--- src/rtl/decode_pkg.sv ---
// Shared decode definitions: opcodes, immediate formats, decoded control bundle.
package decode_pkg;

    localparam int INST_W = 32;
    localparam int OPC_W  = 5;
    localparam int REG_W  = 5;
    localparam int F3_W   = 3;

    localparam logic [OPC_W-1:0] OPC_LOAD      = 5'b00000;
    localparam logic [OPC_W-1:0] OPC_MISC_MEM  = 5'b00011;
    localparam logic [OPC_W-1:0] OPC_OP_IMM    = 5'b00100;
    localparam logic [OPC_W-1:0] OPC_AUIPC     = 5'b00101;
    localparam logic [OPC_W-1:0] OPC_OP_IMM_32 = 5'b00110;
    localparam logic [OPC_W-1:0] OPC_STORE     = 5'b01000;
    localparam logic [OPC_W-1:0] OPC_OP        = 5'b01100;
    localparam logic [OPC_W-1:0] OPC_LUI       = 5'b01101;
    localparam logic [OPC_W-1:0] OPC_OP_32     = 5'b01110;
    localparam logic [OPC_W-1:0] OPC_BRANCH    = 5'b11000;
    localparam logic [OPC_W-1:0] OPC_JALR      = 5'b11001;
    localparam logic [OPC_W-1:0] OPC_JAL       = 5'b11011;
    localparam logic [OPC_W-1:0] OPC_SYSTEM    = 5'b11100;

    typedef enum logic [2:0] {
        IMM_NONE,
        IMM_I,
        IMM_S,
        IMM_B,
        IMM_U,
        IMM_J
    } imm_type_e;

    typedef struct packed {
        logic [OPC_W-1:0] opcode;
        logic [F3_W-1:0]  func3;
        logic             func7;
        logic [REG_W-1:0] rs1;
        logic [REG_W-1:0] rs2;
        logic [REG_W-1:0] rd;
        logic             rs1_used;
        logic             rs2_used;
        logic             rd_used;
        logic             illegal;
    } dec_ctrl_t;

    function automatic imm_type_e imm_type_of(logic [OPC_W-1:0] opc);
        imm_type_e t;
        case (opc)
            OPC_LOAD, OPC_OP_IMM,
            OPC_JALR, OPC_OP_IMM_32: t = IMM_I;
            OPC_STORE:               t = IMM_S;
            OPC_BRANCH:              t = IMM_B;
            OPC_LUI, OPC_AUIPC:      t = IMM_U;
            OPC_JAL:                 t = IMM_J;
            default:                 t = IMM_NONE;
        endcase
        return t;
    endfunction

endpackage

--- src/rtl/decode_stage_imm_gen.sv ---
// Combinational immediate generator: selects format by opcode and
// sign-extends the 32-bit immediate to XLEN.
module imm_gen
    import decode_pkg::*;
#(
    parameter int XLEN = 64
) (
    input  logic [OPC_W-1:0] opcode,
    input  logic [31:7]      inst,
    output logic [XLEN-1:0]  imm,
    output imm_type_e        imm_type
);

    logic [31:0] imm32;

    assign imm_type = imm_type_of(opcode);

    always_comb begin
        imm32 = '0;
        unique case (imm_type)
            IMM_I: imm32 = {{20{inst[31]}}, inst[31:20]};
            IMM_S: imm32 = {{20{inst[31]}}, inst[31:25],
                            inst[11:7]};
            IMM_B: imm32 = {{19{inst[31]}}, inst[31], inst[7],
                            inst[30:25], inst[11:8], 1'b0};
            IMM_U: imm32 = {inst[31:12], 12'b0};
            IMM_J: imm32 = {{11{inst[31]}}, inst[31],
                            inst[19:12], inst[20],
                            inst[30:21], 1'b0};
            default: imm32 = '0;
        endcase
    end

    always_comb begin
        imm        = {XLEN{imm32[31]}};
        imm[31:0]  = imm32;
    end

endmodule

--- src/rtl/decode_stage.sv ---
// Registered decode stage with 2-entry skid buffer and flush.
// Optional legality checking: DECODE_ILLEGAL_CHECK_EN.
module decode_stage
    import decode_pkg::*;
#(
    parameter int XLEN = 64,
    parameter int PC_W = 64
) (
    input  logic              clk,
    input  logic              rst_n,
    input  logic              flush,
    input  logic              in_valid,
    output logic              in_ready,
    input  logic [INST_W-1:0] in_inst,
    input  logic [PC_W-1:0]   in_pc,
    output logic              out_valid,
    input  logic              out_ready,
    output logic [PC_W-1:0]   out_pc,
    output logic [OPC_W-1:0]  out_opcode,
    output logic [F3_W-1:0]   out_func3,
    output logic              out_func7,
    output logic [REG_W-1:0]  out_rs1,
    output logic [REG_W-1:0]  out_rs2,
    output logic [REG_W-1:0]  out_rd,
    output logic              out_rs1_used,
    output logic              out_rs2_used,
    output logic              out_rd_used,
    output logic [XLEN-1:0]   out_imm,
    output logic              out_illegal
);

    logic [OPC_W-1:0] opc;
    logic [XLEN-1:0]  d_imm;
    imm_type_e        d_ty;
    dec_ctrl_t        d_ctrl;
    logic             illegal;
    logic             is_r;

    assign opc  = in_inst[6:2];
    assign is_r = (opc == OPC_OP) || (opc == OPC_OP_32);

    imm_gen #(.XLEN(XLEN)) u_imm_gen (
        .opcode   (opc),
        .inst     (in_inst[31:7]),
        .imm      (d_imm),
        .imm_type (d_ty)
    );

`ifdef DECODE_ILLEGAL_CHECK_EN
    logic legal_opc;

    always_comb begin
        legal_opc = 1'b0;
        case (opc)
            OPC_LOAD, OPC_OP_IMM, OPC_AUIPC,
            OPC_STORE, OPC_OP, OPC_LUI,
            OPC_BRANCH, OPC_JALR, OPC_JAL,
            OPC_MISC_MEM, OPC_SYSTEM:
                legal_opc = 1'b1;
            OPC_OP_IMM_32, OPC_OP_32:
                legal_opc = (XLEN == 64);
            default:
                legal_opc = 1'b0;
        endcase
    end

    assign illegal = (in_inst[1:0] != 2'b11) || !legal_opc;
`else
    logic unused_inst_bits;
    assign unused_inst_bits = ^in_inst[1:0];
    assign illegal = 1'b0;
`endif

    always_comb begin
        d_ctrl          = '0;
        d_ctrl.opcode   = opc;
        d_ctrl.func3    = in_inst[14:12];
        d_ctrl.func7    = in_inst[30];
        d_ctrl.rs1      = in_inst[19:15];
        d_ctrl.rs2      = in_inst[24:20];
        d_ctrl.rd       = in_inst[11:7];
        d_ctrl.illegal  = illegal;
        // U and J formats cover LUI/AUIPC/JAL, the only rs1-free ones
        d_ctrl.rs1_used = !(d_ty == IMM_U || d_ty == IMM_J);
        d_ctrl.rs2_used = is_r || d_ty == IMM_S
                        || d_ty == IMM_B;
        d_ctrl.rd_used  = !(d_ty == IMM_S || d_ty == IMM_B)
                        && (in_inst[11:7] != '0);
        if (illegal) begin
            d_ctrl.rs1_used = 1'b0;
            d_ctrl.rs2_used = 1'b0;
            d_ctrl.rd_used  = 1'b0;
        end
    end

    logic            m_valid;
    dec_ctrl_t       m_ctrl;
    logic [XLEN-1:0] m_imm;
    logic [PC_W-1:0] m_pc;
    logic            s_valid;
    dec_ctrl_t       s_ctrl;
    logic [XLEN-1:0] s_imm;
    logic [PC_W-1:0] s_pc;
    logic            in_acc;
    logic            m_free;

    assign in_ready = !s_valid;
    assign in_acc   = in_valid && in_ready;
    assign m_free   = !m_valid || out_ready;

    always_ff @(posedge clk) begin
        if (!rst_n) begin
            m_valid <= 1'b0;
            s_valid <= 1'b0;
            m_ctrl  <= '0;
            m_imm   <= '0;
            m_pc    <= '0;
            s_ctrl  <= '0;
            s_imm   <= '0;
            s_pc    <= '0;
        end else if (flush) begin
            m_valid <= 1'b0;
            s_valid <= 1'b0;
        end else if (m_free) begin
            // in_ready is low whenever S holds, so at most one source
            if (s_valid) begin
                m_valid <= 1'b1;
                m_ctrl  <= s_ctrl;
                m_imm   <= s_imm;
                m_pc    <= s_pc;
                s_valid <= 1'b0;
            end else if (in_acc) begin
                m_valid <= 1'b1;
                m_ctrl  <= d_ctrl;
                m_imm   <= d_imm;
                m_pc    <= in_pc;
            end else begin
                m_valid <= 1'b0;
            end
        end else if (in_acc) begin
            s_valid <= 1'b1;
            s_ctrl  <= d_ctrl;
            s_imm   <= d_imm;
            s_pc    <= in_pc;
        end
    end

    assign out_valid    = m_valid;
    assign out_pc       = m_pc;
    assign out_opcode   = m_ctrl.opcode;
    assign out_func3    = m_ctrl.func3;
    assign out_func7    = m_ctrl.func7;
    assign out_rs1      = m_ctrl.rs1;
    assign out_rs2      = m_ctrl.rs2;
    assign out_rd       = m_ctrl.rd;
    assign out_rs1_used = m_ctrl.rs1_used;
    assign out_rs2_used = m_ctrl.rs2_used;
    assign out_rd_used  = m_ctrl.rd_used;
    assign out_imm      = m_imm;
    assign out_illegal  = m_ctrl.illegal;

endmodule

--- config.mk ---
export PLATFORM = sky130hd
export DESIGN_NAME = decode_stage
export DESIGN_NICKNAME = d
export VERILOG_FILES = /design/src/rtl/decode_pkg.sv /design/src/rtl/decode_stage_imm_gen.sv /design/src/rtl/decode_stage.sv
export SDC_FILE = /design/constraint.sdc
export NUM_CORES = 1
export LEC_CHECK = 0
export ABC_AREA = 1
export BUFFER_PORTS_ARGS = -buffer_cell sky130_fd_sc_hd__buf_2
export CAP_MARGIN = 10
export CORE_MARGIN = 2
export CORE_UTILIZATION = 57
export DETAILED_ROUTE_END_ITERATION = 8
export HOLD_SLACK_MARGIN = 0.08
export PLACE_DENSITY = 0.9
export SLEW_MARGIN = 10
export SYNTH_ARGS = -nofsm -noshare
export SYNTH_HDL_FRONTEND = slang
export SYNTH_SLANG_ARGS = --single-unit
export TNS_END_PERCENT = 5
--- constraint.sdc ---
create_clock -name clk -period 3 [get_ports clk]
set_input_delay 0.45 -clock clk [delete_from_list [all_inputs] [get_ports clk]]
set_output_delay 0.45 -clock clk [all_outputs]
set_load 0.03 [all_outputs]
# Word-level counts from Yosys, hierarchy flattened
# Memories as Yosys holds them, arrays and structs flattened.
# Cells that the tools add are included.
# classes
n_eq_ne,7
muxes,9
bitwise,3
reduce_logical,18
# ops
cell,count
64-bit 2-to-1 mux,4
32-bit case mux with 5 select lines,1
28-bit 2-to-1 mux,2
5-bit by 4-bit equality test with 1-bit output (second input constant),2
3-bit by 2-bit equality test with 1-bit output (second input constant),2
3-bit equality test (second input constant),2
1-bit logical OR,6
3-bit AND reduction,2
5-bit nonzero test,1
1-bit logical NOT,4
3-bit by 1-bit equality test with 1-bit output (second input constant),1
1-bit inverter,3
3-bit OR reduction,1
1-bit logical AND,2
1-bit 2-to-1 mux,2
2-bit nonzero test,1
2-bit OR reduction,1
# word_totals
regBits,281
rom_bits,96
input_bits,101
out_inout_bits,158
wordCells,63
memories,1
# mem_list
name,depth,word_bits,rd,rd_clocked_by_memory_dff,wr,line_no,source
(no name shown),32,3,1,0,0,decode_pkg.sv:47,case (opc)

# Longest topological paths before layout
# An unclocked memory read counts as a cell.
# depth
depth_word,7
depth_mapped,11
mapped_depth_nobuf,9

# By module
# Synthesis repeated with hierarchy kept, for this count alone.
# unflattened
hier_cells,2085
hier_area_um2,14196.1
# by_module_without_submodules
mod,instances,cells_per_inst,area_per_inst_um2,seq_area_each_um2
decode_stage,1,1915,13156.4,6246.0
imm_gen,1,170,1039.7,0.0

# Worst setup path before layout
# OpenSTA, ideal clock, no wires.
# synth_timing
kind,register -> output
start,"reg, netlist name out_imm[62]"
end,out out_imm[32]
arrival_ps,1294
required_ps,2550
slack_ps,1256
stages_incl_launch_ff,2
path_buffers,1
path_cell_list,dfxtp_1 > buf_4
# synth_rtl
element,line_no,source
end: declaration,decode_stage.sv:28,"output logic [XLEN-1:0] out_imm,"

# Worst setup path in the final report
# layout_timing
start,reg s_valid
end,"reg m_ctrl, in the netlist out_rs1_used"
# layout_via
elab_chain_len,4
word_cells_on_any_way,5
cone_classes,1 x mux; 4 x reduce/logical
# layout_rtl
element,line_no,source
start: declaration,decode_stage.sv:100,logic s_valid;
start signal: assignment,decode_stage.sv:114,s_valid <= 1'b0;
start signal: assignment,decode_stage.sv:123,s_valid <= 1'b0;
start signal: assignment,decode_stage.sv:131,s_valid <= 1'b0;
1-bit logical NOT,decode_stage.sv:107,assign in_ready = !s_valid;
1-bit logical AND,decode_stage.sv:108,assign in_acc = in_valid && in_ready;
2-bit nonzero test (no source line),-,
3-bit AND reduction (no source line),-,
end signal: assignment,decode_stage.sv:128,m_ctrl <= s_ctrl;
end signal: assignment,decode_stage.sv:134,m_ctrl <= d_ctrl;
end: declaration,decode_stage.sv:97,dec_ctrl_t m_ctrl;
# Parallel ways exist; a longest one is shown, timed or not.
# A chain may end at the register's enable or synchronous reset.

==> flow_summary.toml <==
[run_status]
status = "finished, final reports clean"

[timing]
min_period_ps = 2170
setup-tns-final_ps = 0
relSlewSlack = 0.392
fin_hold_ws_ps = 115
hold_violations = 0
drv_slew = 0
tightest_slew_ps = 906
setup-violations-final = 0
period_share = 0.724
max_freq_mhz = 461
fin_skew_ps = 25.9
grt_setup_unrepaired = "no"

[yosys]
ys_ff_latch = 248
yosys.area.top_type_share = 0.479
synth.area.top_cells = "dfxtp_1 (48%), o21ai_0 (10%), nand2_1 (8.5%)"
synth_most_common_cell = "dfxtp_1"
synth-seq-area-share = 0.479
syn-num-nets = 1498
ys.flop_type = "dfxtp_1"
synth.largest_area_cell = "dfxtp_1"
yosysUniqueCellTypes = 31
syn_area_sq_um = 10400
synth.avg_cell_area_sq_um = 7.42
synth.cells.most_frequent = "dfxtp_1 (248), nand2_1 (235), o21ai_0 (212)"
ys_warn_count = 0
synth_cells = 1397
synth-edff-count = 0
async_reset_ff_frac = 0

[clock_network]
cts-root-buf = "clkbuf_16"
ctsResizeCount = 0
clock-sinks = 248
cts_setup_buffers = 0
clk_latency_ps = 530
cts_hold_buffers = 0
cts_tree = "built"
clk_pin_slew_ps = 60
cts_buffers = 26
clockBufferDepth = 3
htreeDepth = 1

[critical_path]
worst_setup_path_start_kind = "register"
crit_type = "reg -> reg"
endpoint_kind = "register"
worstPathArrival_ps = 2620
startpoint = "s_valid"
critical_path_required_ps = 3450
r2r_start = "s_valid"
r2r_cells = 4
cp_max_fo = 60

[routing]
viasPerCell = 5.64
avgRoutedWirePerCell_microns = 15.4
vias = 10151
wirelength_mm = 27.8
dr.pass1.iters = 5
final_antenna_net_count = 0
drt_iter0_markers = 825
route.detailed.drc = 0

[floorplan]
die_height_microns = 139
rows = 49
io-pin-count = 259
core_area_sq_um = 17900
die_area_sq_um = 19300
start_util = 0.579
die-width_microns = 139

[final_layout]
drive_above_1_share = 0.224
nNetsFinal = 1650
stdcell_area_sq_um = 12200
area_growth_pct = 17.8

[power_and_ir_drop]
powerDensity_nw_per_um2 = 614
p_leak_nw = 5.68
max-vdd-ir-drop_mv = 0.458
finalPower_mw = 7.50

[global_route]
grt_overflow = 0
antenna_found_initial = 7
grt_pass1_wl_mm = 45.5
grtUsageTotal = 0.277
grt_max_degree = 222
grt_pass1_vias = 9471

[place]
dp_hpwl_mm = 17.1
dpl_cell_area_sq_um = 11400
gp_congestion = 0.850
portBuffers = 255

[hold_path]
hp-class = "in -> reg"
whs_path_depth = 2
hp-start = "flush"

[flow_run]
maxCapViolCount = 0
## power by group
part | internal (mW) | total, mW | switching, mW | leakage (nW)
Clock | 1.78 | 3.05 | 1.27 | 0.402
Sequential | 3.43 | 3.50 | 0.0721 | 2.02
Combinational | 0.280 | 0.949 | 0.669 | 3.25
Total | 5.49 | 7.50 | 2.01 | 5.68
## placed cells by master (no fill, tap or decap), types with 5 or more instances in the layout
| master | synthesis | layout |
|---|---|---|
| o21ai_2 | 10 | 10 |
| o21ai_1 | 19 | 19 |
| buf_4 | 40 | 12 |
| nand4_1 | 16 | 16 |
| o211ai_1 | 9 | 9 |
| nand3_1 | 36 | 36 |
| nor2_1 | 202 | 202 |
| inv_2 | 16 | 14 |
| a21oi_1 | 92 | 92 |
| nand2_1 | 235 | 235 |
| clkbuf_16 | 0 | 27 |
| clkbuf_8 | 0 | 6 |
| diode_2 | 0 | 6 |
| o21ai_0 | 212 | 212 |
| a31oi_1 | 89 | 89 |
| buf_12 | 0 | 6 |
| clkbuf_1 | 71 | 5 |
| dfxtp_1 | 248 | 247 |
| buf_2 | 29 | 254 |
| inv_1 | 43 | 43 |
## final timing paths
kind / end / slack [ps]
max: out_rs1_used / 830
min: s_valid / 120
max reg2reg: out_rs1_used / 830
min reg2reg: out_func3[2] / 460
## logic make-up (layout without fill, tap and decap cells)
kind of cell / after synthesis / in the layout / share of synthesized area
AOI/OAI and AO/OA: 436 / 436 / 0.228
DFF: 248 / 248 / 0.479
other: 1 / 7 / 0.000362
buffers and inverters: 210 / 378 / 0.0964
and+or+nand+nor: 502 / 502 / 0.197
## worst max-delay path, stage by stage, from the launching register on
cell and delay, ps:
dfxtp_4 470, buf_4 500, buf_4 660, a21oi_1 190, a21oi_1 230
## routing by layer
layer	routed length, microns	vias up	GRT usage
met1	11500	4655	0.364
met4	1040	2	0.123
li1	-	4954	-
met5	13	-	0
met3	2330	73	0.0480
met2	12900	467	0.449
## stage by stage
step | worst slack, ps | utilization | std cells
detailed placement | 719 | 0.636 | 1750
finish | 829 | 0.682 | 1800
global route | 753 | 0.682 | 1799
floorplan | 1260 | - | 1397
global placement | 780 | 0.636 | 1750
CTS | 822 | 0.681 | 1794
## registers in the layout, indices dropped and copies added (netlist names), 5 cells and up
signal,count
out_imm,32
s_imm,32
out_rs1,5
out_pc,64
out_rd,5
out_rs2,5
s_pc,64
s_ctrl,27
out_opcode,5
## final cells by class
type | count | area [sq um]
Sequential cell | 248 | 4970
Tap cell | 229 | 287
Clock buffer | 38 | 777
Multi-Input combinational cell | 939 | 4410
Timing Repair Buffer | 272 | 1480
Inverter | 62 | 243
Clock inverter | 6 | 36.3
Antenna cell | 6 | 15.0
Fill cell | 1467 | 5690
(Power assumes the default switching activity.)
